<file path="src/rtl/ir_packet_sequencer_if.sv">
// Trigger/command inputs and LED/status outputs of the IR packet sequencer.
// The sequencer takes the slave side; the trigger source and LED pin logic take the master side.
interface ir_packet_sequencer_if;
    logic       SEND_PACKET;
    logic       ENABLE;
    logic [3:0] COMMAND;
    logic       IR_LED;
    logic       BUSY;
    logic       PKT_DONE;

    modport master (
        output SEND_PACKET,
        output ENABLE,
        output COMMAND,
        input  IR_LED,
        input  BUSY,
        input  PKT_DONE
    );

    modport slave (
        input  SEND_PACKET,
        input  ENABLE,
        input  COMMAND,
        output IR_LED,
        output BUSY,
        output PKT_DONE
    );
endinterface

</file>
<file path="src/rtl/ir_packet_sequencer.sv">
// Sends one IR packet (Start, CarSelect, Right, Left, Backward, Forward bursts separated by gaps) per SEND_PACKET rise.
// IR_LED rises on the edge that accepts the trigger; triggers arriving while BUSY are dropped, never queued.
module ir_packet_sequencer #(
    parameter int CARRIER_HALF   = 1389,
    parameter int START_BURST    = 191,
    parameter int CARSEL_BURST   = 47,
    parameter int GAP_SIZE       = 25,
    parameter int ASSERT_BURST   = 47,
    parameter int DEASSERT_BURST = 22,
    parameter int CNT_WIDTH      = 11,
    parameter int BURST_WIDTH    = 8
) (
    input  logic                   CLK,
    input  logic                   RESET_N,
    ir_packet_sequencer_if.slave   bus
);

    localparam logic [2:0] IDLE   = 3'd0;
    localparam logic [2:0] START  = 3'd1;
    localparam logic [2:0] GAP    = 3'd2;
    localparam logic [2:0] CARSEL = 3'd3;
    localparam logic [2:0] RIGHT  = 3'd4;
    localparam logic [2:0] LEFT   = 3'd5;
    localparam logic [2:0] BACK   = 3'd6;
    localparam logic [2:0] FWD    = 3'd7;

    localparam logic [CNT_WIDTH-1:0]   HALF_LAST     = CNT_WIDTH'(CARRIER_HALF - 1);
    localparam logic [BURST_WIDTH-1:0] START_LAST    = BURST_WIDTH'(START_BURST - 1);
    localparam logic [BURST_WIDTH-1:0] CARSEL_LAST   = BURST_WIDTH'(CARSEL_BURST - 1);
    localparam logic [BURST_WIDTH-1:0] GAP_LAST      = BURST_WIDTH'(GAP_SIZE - 1);
    localparam logic [BURST_WIDTH-1:0] ASSERT_LAST   = BURST_WIDTH'(ASSERT_BURST - 1);
    localparam logic [BURST_WIDTH-1:0] DEASSERT_LAST = BURST_WIDTH'(DEASSERT_BURST - 1);

    logic [2:0]             state;
    logic [2:0]             next_seg;
    logic [CNT_WIDTH-1:0]   half_cnt;
    logic                   phase_low;
    logic [BURST_WIDTH-1:0] burst_cnt;
    logic [3:0]             cmd_q;
    logic                   send_q;
    logic                   ir_led;
    logic                   busy;
    logic                   pkt_done;

    logic [BURST_WIDTH-1:0] seg_last;
    logic [2:0]             follow;
    logic                   half_end;
    logic                   period_end;
    logic                   seg_end;
    logic                   trigger;

    // Carrier periods minus one for the segment in progress; direction bursts follow the latched command.
    always_comb begin
        seg_last = '0;
        case (state)
            START:   seg_last = START_LAST;
            GAP:     seg_last = GAP_LAST;
            CARSEL:  seg_last = CARSEL_LAST;
            RIGHT:   seg_last = cmd_q[0] ? ASSERT_LAST : DEASSERT_LAST;
            LEFT:    seg_last = cmd_q[1] ? ASSERT_LAST : DEASSERT_LAST;
            BACK:    seg_last = cmd_q[2] ? ASSERT_LAST : DEASSERT_LAST;
            FWD:     seg_last = cmd_q[3] ? ASSERT_LAST : DEASSERT_LAST;
            default: seg_last = '0;
        endcase
    end

    always_comb begin
        follow = IDLE;
        case (state)
            START:   follow = CARSEL;
            CARSEL:  follow = RIGHT;
            RIGHT:   follow = LEFT;
            LEFT:    follow = BACK;
            BACK:    follow = FWD;
            default: follow = IDLE;
        endcase
    end

    assign half_end   = (half_cnt == HALF_LAST);
    assign period_end = half_end & phase_low;
    assign seg_end    = period_end & (burst_cnt == seg_last);
    assign trigger    = bus.SEND_PACKET & ~send_q & bus.ENABLE & (state == IDLE);

    always_ff @(posedge CLK or negedge RESET_N) begin
        if (!RESET_N) begin
            state     <= IDLE;
            next_seg  <= IDLE;
            half_cnt  <= '0;
            phase_low <= 1'b0;
            burst_cnt <= '0;
            cmd_q     <= 4'b0000;
            send_q    <= 1'b0;
            ir_led    <= 1'b0;
            busy      <= 1'b0;
            pkt_done  <= 1'b0;
        end else begin
            send_q   <= bus.SEND_PACKET;
            pkt_done <= 1'b0;
            if (state == IDLE) begin
                if (trigger) begin
                    cmd_q     <= bus.COMMAND;
                    state     <= START;
                    busy      <= 1'b1;
                    ir_led    <= 1'b1;
                    half_cnt  <= '0;
                    phase_low <= 1'b0;
                    burst_cnt <= '0;
                end
            end else begin
                half_cnt <= half_end ? '0 : half_cnt + 1'b1;
                if (half_end) begin
                    phase_low <= ~phase_low;
                end
                if (seg_end) begin
                    burst_cnt <= '0;
                    if (state == GAP) begin
                        state <= next_seg;
                        if (next_seg == IDLE) begin
                            busy     <= 1'b0;
                            pkt_done <= 1'b1;
                            ir_led   <= 1'b0;
                        end else begin
                            ir_led <= 1'b1;
                        end
                    end else begin
                        state    <= GAP;
                        next_seg <= follow;
                        ir_led   <= 1'b0;
                    end
                end else if (period_end) begin
                    // New carrier period: high again unless this is a gap.
                    burst_cnt <= burst_cnt + 1'b1;
                    ir_led    <= (state != GAP);
                end else if (half_end) begin
                    ir_led <= 1'b0;
                end
            end
        end
    end

    assign bus.IR_LED   = ir_led;
    assign bus.BUSY     = busy;
    assign bus.PKT_DONE = pkt_done;

endmodule

</file>
<file path="src/flat_wrapper.sv">
// flat-port wrapper written by rule: the top's interface ports become plain ports
module ir_packet_sequencer_flat 
#(
    parameter int CARRIER_HALF   = 1389,
    parameter int START_BURST    = 191,
    parameter int CARSEL_BURST   = 47,
    parameter int GAP_SIZE       = 25,
    parameter int ASSERT_BURST   = 47,
    parameter int DEASSERT_BURST = 22,
    parameter int CNT_WIDTH      = 11,
    parameter int BURST_WIDTH    = 8
)
  (CLK, RESET_N, bus_SEND_PACKET, bus_ENABLE, bus_COMMAND, bus_IR_LED, bus_BUSY, bus_PKT_DONE);
  ir_packet_sequencer_if bus_i ();
  input  logic CLK;
  input  logic RESET_N;
  input wire logic [$bits(bus_i.SEND_PACKET)-1:0] bus_SEND_PACKET;
  input wire logic [$bits(bus_i.ENABLE)-1:0] bus_ENABLE;
  input wire logic [$bits(bus_i.COMMAND)-1:0] bus_COMMAND;
  output wire logic [$bits(bus_i.IR_LED)-1:0] bus_IR_LED;
  output wire logic [$bits(bus_i.BUSY)-1:0] bus_BUSY;
  output wire logic [$bits(bus_i.PKT_DONE)-1:0] bus_PKT_DONE;
  assign bus_i.SEND_PACKET = bus_SEND_PACKET;
  assign bus_i.ENABLE = bus_ENABLE;
  assign bus_i.COMMAND = bus_COMMAND;
  assign bus_IR_LED = bus_i.IR_LED;
  assign bus_BUSY = bus_i.BUSY;
  assign bus_PKT_DONE = bus_i.PKT_DONE;
  ir_packet_sequencer #(.CARRIER_HALF(CARRIER_HALF), .START_BURST(START_BURST), .CARSEL_BURST(CARSEL_BURST), .GAP_SIZE(GAP_SIZE), .ASSERT_BURST(ASSERT_BURST), .DEASSERT_BURST(DEASSERT_BURST), .CNT_WIDTH(CNT_WIDTH), .BURST_WIDTH(BURST_WIDTH)) u_core (.CLK(CLK), .RESET_N(RESET_N), .bus(bus_i));
endmodule
</file>
<file path="config.mk">
export PLATFORM = sky130hd
export DESIGN_NAME = ir_packet_sequencer_flat
export DESIGN_NICKNAME = d
export VERILOG_FILES = /design/src/rtl/ir_packet_sequencer_if.sv /design/src/rtl/ir_packet_sequencer.sv /design/src/flat_wrapper.sv
export SDC_FILE = /design/constraint.sdc
export NUM_CORES = 1
export LEC_CHECK = 0
export ABC_AREA = 1
export BUFFER_PORTS_ARGS = -buffer_cell sky130_fd_sc_hd__buf_2
export CORE_MARGIN = 2
export CORE_UTILIZATION = 30
export CTS_CLUSTER_DIAMETER = 100
export DETAILED_ROUTE_END_ITERATION = 10
export GPL_ROUTABILITY_DRIVEN = 1
export RECOVER_POWER = 100
export SYNTH_ARGS = -nofsm -noshare
export SYNTH_HDL_FRONTEND = slang
export SYNTH_SLANG_ARGS = --single-unit
</file>
<file path="constraint.sdc">
create_clock -name CLK -period 3.4 [get_ports CLK]
set_clock_uncertainty 0.05 [all_clocks]
set_input_delay 0.51 -clock CLK [delete_from_list [all_inputs] [get_ports CLK]]
set_output_delay 0.51 -clock CLK [all_outputs]
set_load 0.03 [all_outputs]
</file>
### After elaboration in Yosys (flattened, before gate mapping)

Index checks and enable logic that the tools add are counted.

* register bits: 34
* input bits: 8
* word-level logic and storage cells: 82

* add/sub/neg operators: 2
* eq/ne operators: 11
* multiplexer cells: 35
* bitwise logic cells: 9
* reduce and logical (&&, ||, !) cells: 15

Operator list (number)
* $pmux W8 S7: 1
* $mux W11: 3
* $mux W8: 4
* $mux W6: 4
* $mux W1: 18
* $pmux W3 S5: 1
* $eq A3 B3 Y1 const B: 4
* $mux W3: 4
* $add A11 B1 Y11 const B: 1
* $eq A11 B11 Y1 const B: 1
* $reduce_and A2 Y1: 5
* $add A8 B1 Y8 const B: 1
* $eq A8 B8 Y1: 1
* $reduce_bool A2 Y1: 4
* $eq A3 B2 Y1 const B: 2
* $logic_not A3 Y1: 2
* $and A1 B1 Y1: 5
* $not A1 Y1: 4
* $reduce_and A4 Y1: 1
* $reduce_bool A4 Y1: 1
* $eq A3 B1 Y1 const B: 1
* $ne A3 B2 Y1 const B: 1
* $reduce_and A3 Y1: 1
* $reduce_bool A3 Y1: 1
* $ne A2 B1 Y1 const B: 1

### Depth between registers and ports, before layout

* depth in word-level cells: 6
* gate-level depth with buffers: 15
* gate-level depth less buffers: 15

### Worst setup path before layout

Ideal clock, no wire load.

* path kind: register to register
* start: reg u_core.half_cnt[0]
* end: reg u_core.state[0]
* arrival: 1.607 ns
* required time: 3.227 ns
* setup slack: 1.619 ns
* stages on the path, launching flop included: 14
* clock period less this slack: 1.781 ns
* cells stage by stage: dfrtp_1 -> inv_1 -> ha_1 -> inv_1 -> nor2_1 -> nand4_2 -> nor2_2 -> nand3_2 -> nor2_4 -> nand2_4 -> nand2_8 -> nand2_4 -> nand2_1 -> o21ai_2

* cells in the longest elaborated chain, start to end: 5

Ends and longest elaborated chain
* from (decl): RTL line ir_packet_sequencer.sv:36 `logic [CNT_WIDTH-1:0] half_cnt;`
* from (signal assigned): RTL line ir_packet_sequencer.sv:110 `half_cnt <= half_end ? '0 : half_cnt + 1'b1;`
* $eq A11 B11 Y1: RTL line ir_packet_sequencer.sv:79 `assign half_end = (half_cnt == HALF_LAST);`
* $and A1 B1 Y1: RTL line ir_packet_sequencer.sv:80 `assign period_end = half_end & phase_low;`
* $and A1 B1 Y1: RTL line ir_packet_sequencer.sv:81 `assign seg_end = period_end & (burst_cnt == seg_last);`
* $reduce_bool A2 Y1 (no source line)
* $reduce_and A2 Y1 (no source line)
* to (signal assigned): RTL line ir_packet_sequencer.sv:117 `state <= next_seg;`
* to (decl): RTL line ir_packet_sequencer.sv:34 `logic [2:0] state;`

Every way passes these cells.
A chain may end at the register's enable or synchronous reset.

### Worst setup path in the final report

* start: reg u_core.state[0]
* end: reg u_core.busy, in the netlist u_core.bus.BUSY

* cells in the longest elaborated chain, start to end: 6

Ends and longest elaborated chain
* $eq A3 B3 Y1, or another cell as far along: RTL line ir_packet_sequencer.sv:55 `case (state)`
* $pmux W8 S7: RTL line ir_packet_sequencer.sv:55
* $eq A8 B8 Y1: RTL line ir_packet_sequencer.sv:81
* $and A1 B1 Y1: RTL line ir_packet_sequencer.sv:81
* $reduce_bool A2 Y1 (no source line)
* $reduce_and A4 Y1 (no source line)
* to (signal assigned): RTL line ir_packet_sequencer.sv:94 `busy <= 1'b0;`
* to (signal assigned): RTL line ir_packet_sequencer.sv:103 `busy <= 1'b1;`
* to (signal assigned): RTL line ir_packet_sequencer.sv:119 `busy <= 1'b0;`
* to (decl): RTL line ir_packet_sequencer.sv:42 `logic busy;`

Several ways; a longest one is shown, not always the timed one.

==> flow_summary.toml <==
[power]
power_density_mw_per_mm2 = 657.9
ir_drop_v = 0.0001537
total_power_mw = 1.462
power.leakage_nw = 1.073

[placed_design]
place_area_mm2 = 0.002172
place_hpwl_um = 3111
io_buffers = 10
place_congestion = 0.8548

[logic_synthesis]
yosysTopAreaCellShare_pct = 41.19
synth_commonest_cells = "nand2_1, dfrtp_1, inv_1, nor2_1, nand3_1"
syn-num-nets = 285
synth_mux_area_share_pct = 0
synth.distinct_cells = 29
synth_area_leaders = "dfrtp_1, nand2_1, inv_1, nor2_1, nand3_1"
synth_largest_area_cell = "dfrtp_1"
synthCells = 274
ys.flop_type = "dfrtp_1"
syn_area_per_cell_um2 = 7.539
synth_top_family_by_area = "simple AND/OR/NAND/NOR gates"
ys_seq_area_share_pct = 41.19
synth-compound-area-share_pct = 10.66
yosysWarnings = 0
synth_xor_area_share_pct = 4.240
synth_fa_ha_area_share_pct = 1.817
postSynth.asyncResetShare_pct = 100.0
post-synth-top-count-cell = "nand2_1"
ys_ff_latch = 34
synth-simple-area-share_pct = 33.07
synth_edf_count = 0
synth_area_mm2 = 0.002066

[timing]
setup_tns_ns = 0
finalSetupViolations = 0
worst_slew_pin_slew_ns = 1.857
min_period_over_period_pct = 77.26
period_minus_slack_ns = 2.627
drv_slew = 35
fmax_mhz = 380.7
whs_ns = 0.2775
rsz0062_at_grt = "false"
hold_violations = 0
slew_headroom_pct = -23.83

[min_path]
whs_path_depth = 1
min_from = "bus_SEND_PACKET"
worstHoldPathType = "input pin to flop"
whs_endpoint = "u_core.send_q"

[clock_tree]
cts_tree = "built"
clk_pin_slew_ns = 0.08
cts_hold_buf = 0
clk_latency_ns = 0.29
cts_root_buf = "clkbuf_8"
cts_setup_buffers = 0
cts_made_buffers = 5
cts_max_level = 2
cts_sinks = 34
cts_buffer_depth = 2
cts_resized = 0

[setup_path]
r2r_slack_ns = 0.77
path_cells = "nor2_1 > nand2_1 > nand3_1 > nand2_1 > nor2_1 > nand2_4 > nand2_1 > nand3_1 > nand2_1 > nand2_1"
cp_common_cell = "nand2_1"
crit_family = "simple AND/OR/NAND/NOR gates"
end_kind = "flop"
crit_buf_inv = 0
cp_max_fo = 14
required_ns = 3.54
critPathKind = "flop to flop"
reg2reg_depth = 10
start_kind = "flop"
slowest_stage = "dfrtp_1"
arrival_ns = 2.76
cpPeakStageDelay_ns = 0.54
r2r-start = "u_core.state[0]"
r2r_end = "u_core.bus.BUSY"

[route]
drc_errors = 0
drt_iter0_markers = 87
totalWireLength_um = 4313
dr.pass1.iters = 5
ant_nets = 0
avgRoutedWirePerCell_um = 11.78
avgViaCountPerCell = 4.751
via_count = 1739

[floorplan]
start_util_pct = 30.74
die_w_um = 86.98
fp.dieH_um = 86.98
core_area_mm2 = 0.006719
die_area_mm2 = 0.007566
boundaryPins = 11
rows = 30

[outcome]
status = "finished with violations"
violations = "max-capacitance violations, max-slew violations"

[cells_and_area]
drive_above_1_share_pct = 10.14
antenna_cells = 0
fill_cells = 719
design_area_mm2 = 0.002222
areaGrowthSynthToFinish_pct = 7.571
final_net_count = 296

[global_routing]
grt_max_degree = 35
antenna_found_initial = 0
grt_pass1_vias = 1625
groute.usage.overall_pct = 12.77
grt_overflow_total = 0
grt_pass1_wl_um = 7548

[run]
maxCapViolations = 1
-- cell families after synthesis --
group	count (synthesis)
xor+xnor	10
buf+inv	44
compound gates	39
flops	34
simple gates	144
fa+ha+maj	3
-- power by group --
| group | switching [mW] | internal (mW) | leakage [nW] |
|---|---|---|---|
| Combinational | 0.355 | 0.168 | 0.575 |
| Sequential | 0.113 | 0.504 | 0.451 |
| Clock | 0.159 | 0.163 | 0.0472 |
| Total | 0.627 | 0.835 | 1.07 |
-- stage by stage --
step / cells / utilization, % / worst slack (ns)
CTS: 366 / 33.74 / 1.058
finish: 366 / 33.07 / 0.7733
floorplan: 274 / - / 1.619
global placement: 358 / 32.33 / 1.188
global route: 366 / 33.07 / 0.4642
detailed placement: 358 / 32.33 / 1.078
-- routing by layer --
| metal | GRT usage [%] | wire length [um] | vias up |
|---|---|---|---|
| li1 | - | - | 910 |
| met1 | 17.12 | 2114 | 799 |
| met2 | 19.57 | 1965 | 23 |
| met3 | 2.749 | 146 | 7 |
| met4 | 5.966 | 87 | 0 |
| met5 | 0 | 0 | - |
-- placed cells by master, fill, tap and decap left out, types with 2 or more instances in the layout --
cell type	n
o21ai_0	20
o22ai_1	4
ha_1	3
clkbuf_8	6
xnor2_1	2
a21oi_1	8
o21ai_1	2
o32ai_1	2
nand2_1	70
dfrtp_1	34
inv_1	33
nand3_1	22
clkbuf_1	4
nand3_2	2
xor2_1	8
o31ai_1	2
nor3_1	4
nor2_1	30
inv_2	5
buf_2	6
nor2_2	2
nand2_4	2
nand4_1	8
-- registers in the layout, indices dropped and copies added, names as in the netlist --
name                 count
u_core.bus.IR_LED        1
u_core.send_q            1
u_core.burst_cnt         8
u_core.state             3
u_core.phase_low         1
u_core.half_cnt         11
u_core.bus.BUSY          1
u_core.cmd_q             4
u_core.bus.PKT_DONE      1
u_core.next_seg          3
-- area by class of cell --
type	count	area [um2]	area share (%)
Clock inverter	2	12.51	0.5631
Tap cell	80	100.1	4.505
Clock buffer	6	82.58	3.716
Multi-Input combinational cell	196	988.4	44.48
Sequential cell	34	850.8	38.29
Timing Repair Buffer	10	45.04	2.027
Inverter	38	142.6	6.419
-- how the worst max path moves through the flow --
| stage | startpoint | end | slack [ns] | depth (start not counted) |
|---|---|---|---|---|
| after floorplan | u_core.half_cnt[0] | u_core.state[0] | 1.62 | 13 |
| after global placement | u_core.state[0] | u_core.state[0] | 1.19 | 10 |
| after detailed placement | u_core.state[0] | u_core.state[0] | 1.08 | 10 |
| after CTS | u_core.state[0] | u_core.state[0] | 1.06 | 10 |
| after global routing | u_core.state[0] | u_core.state[2] | 0.46 | 10 |
| final | u_core.state[0] | u_core.bus.BUSY | 0.77 | 10 |
(Power assumes the default switching activity.)
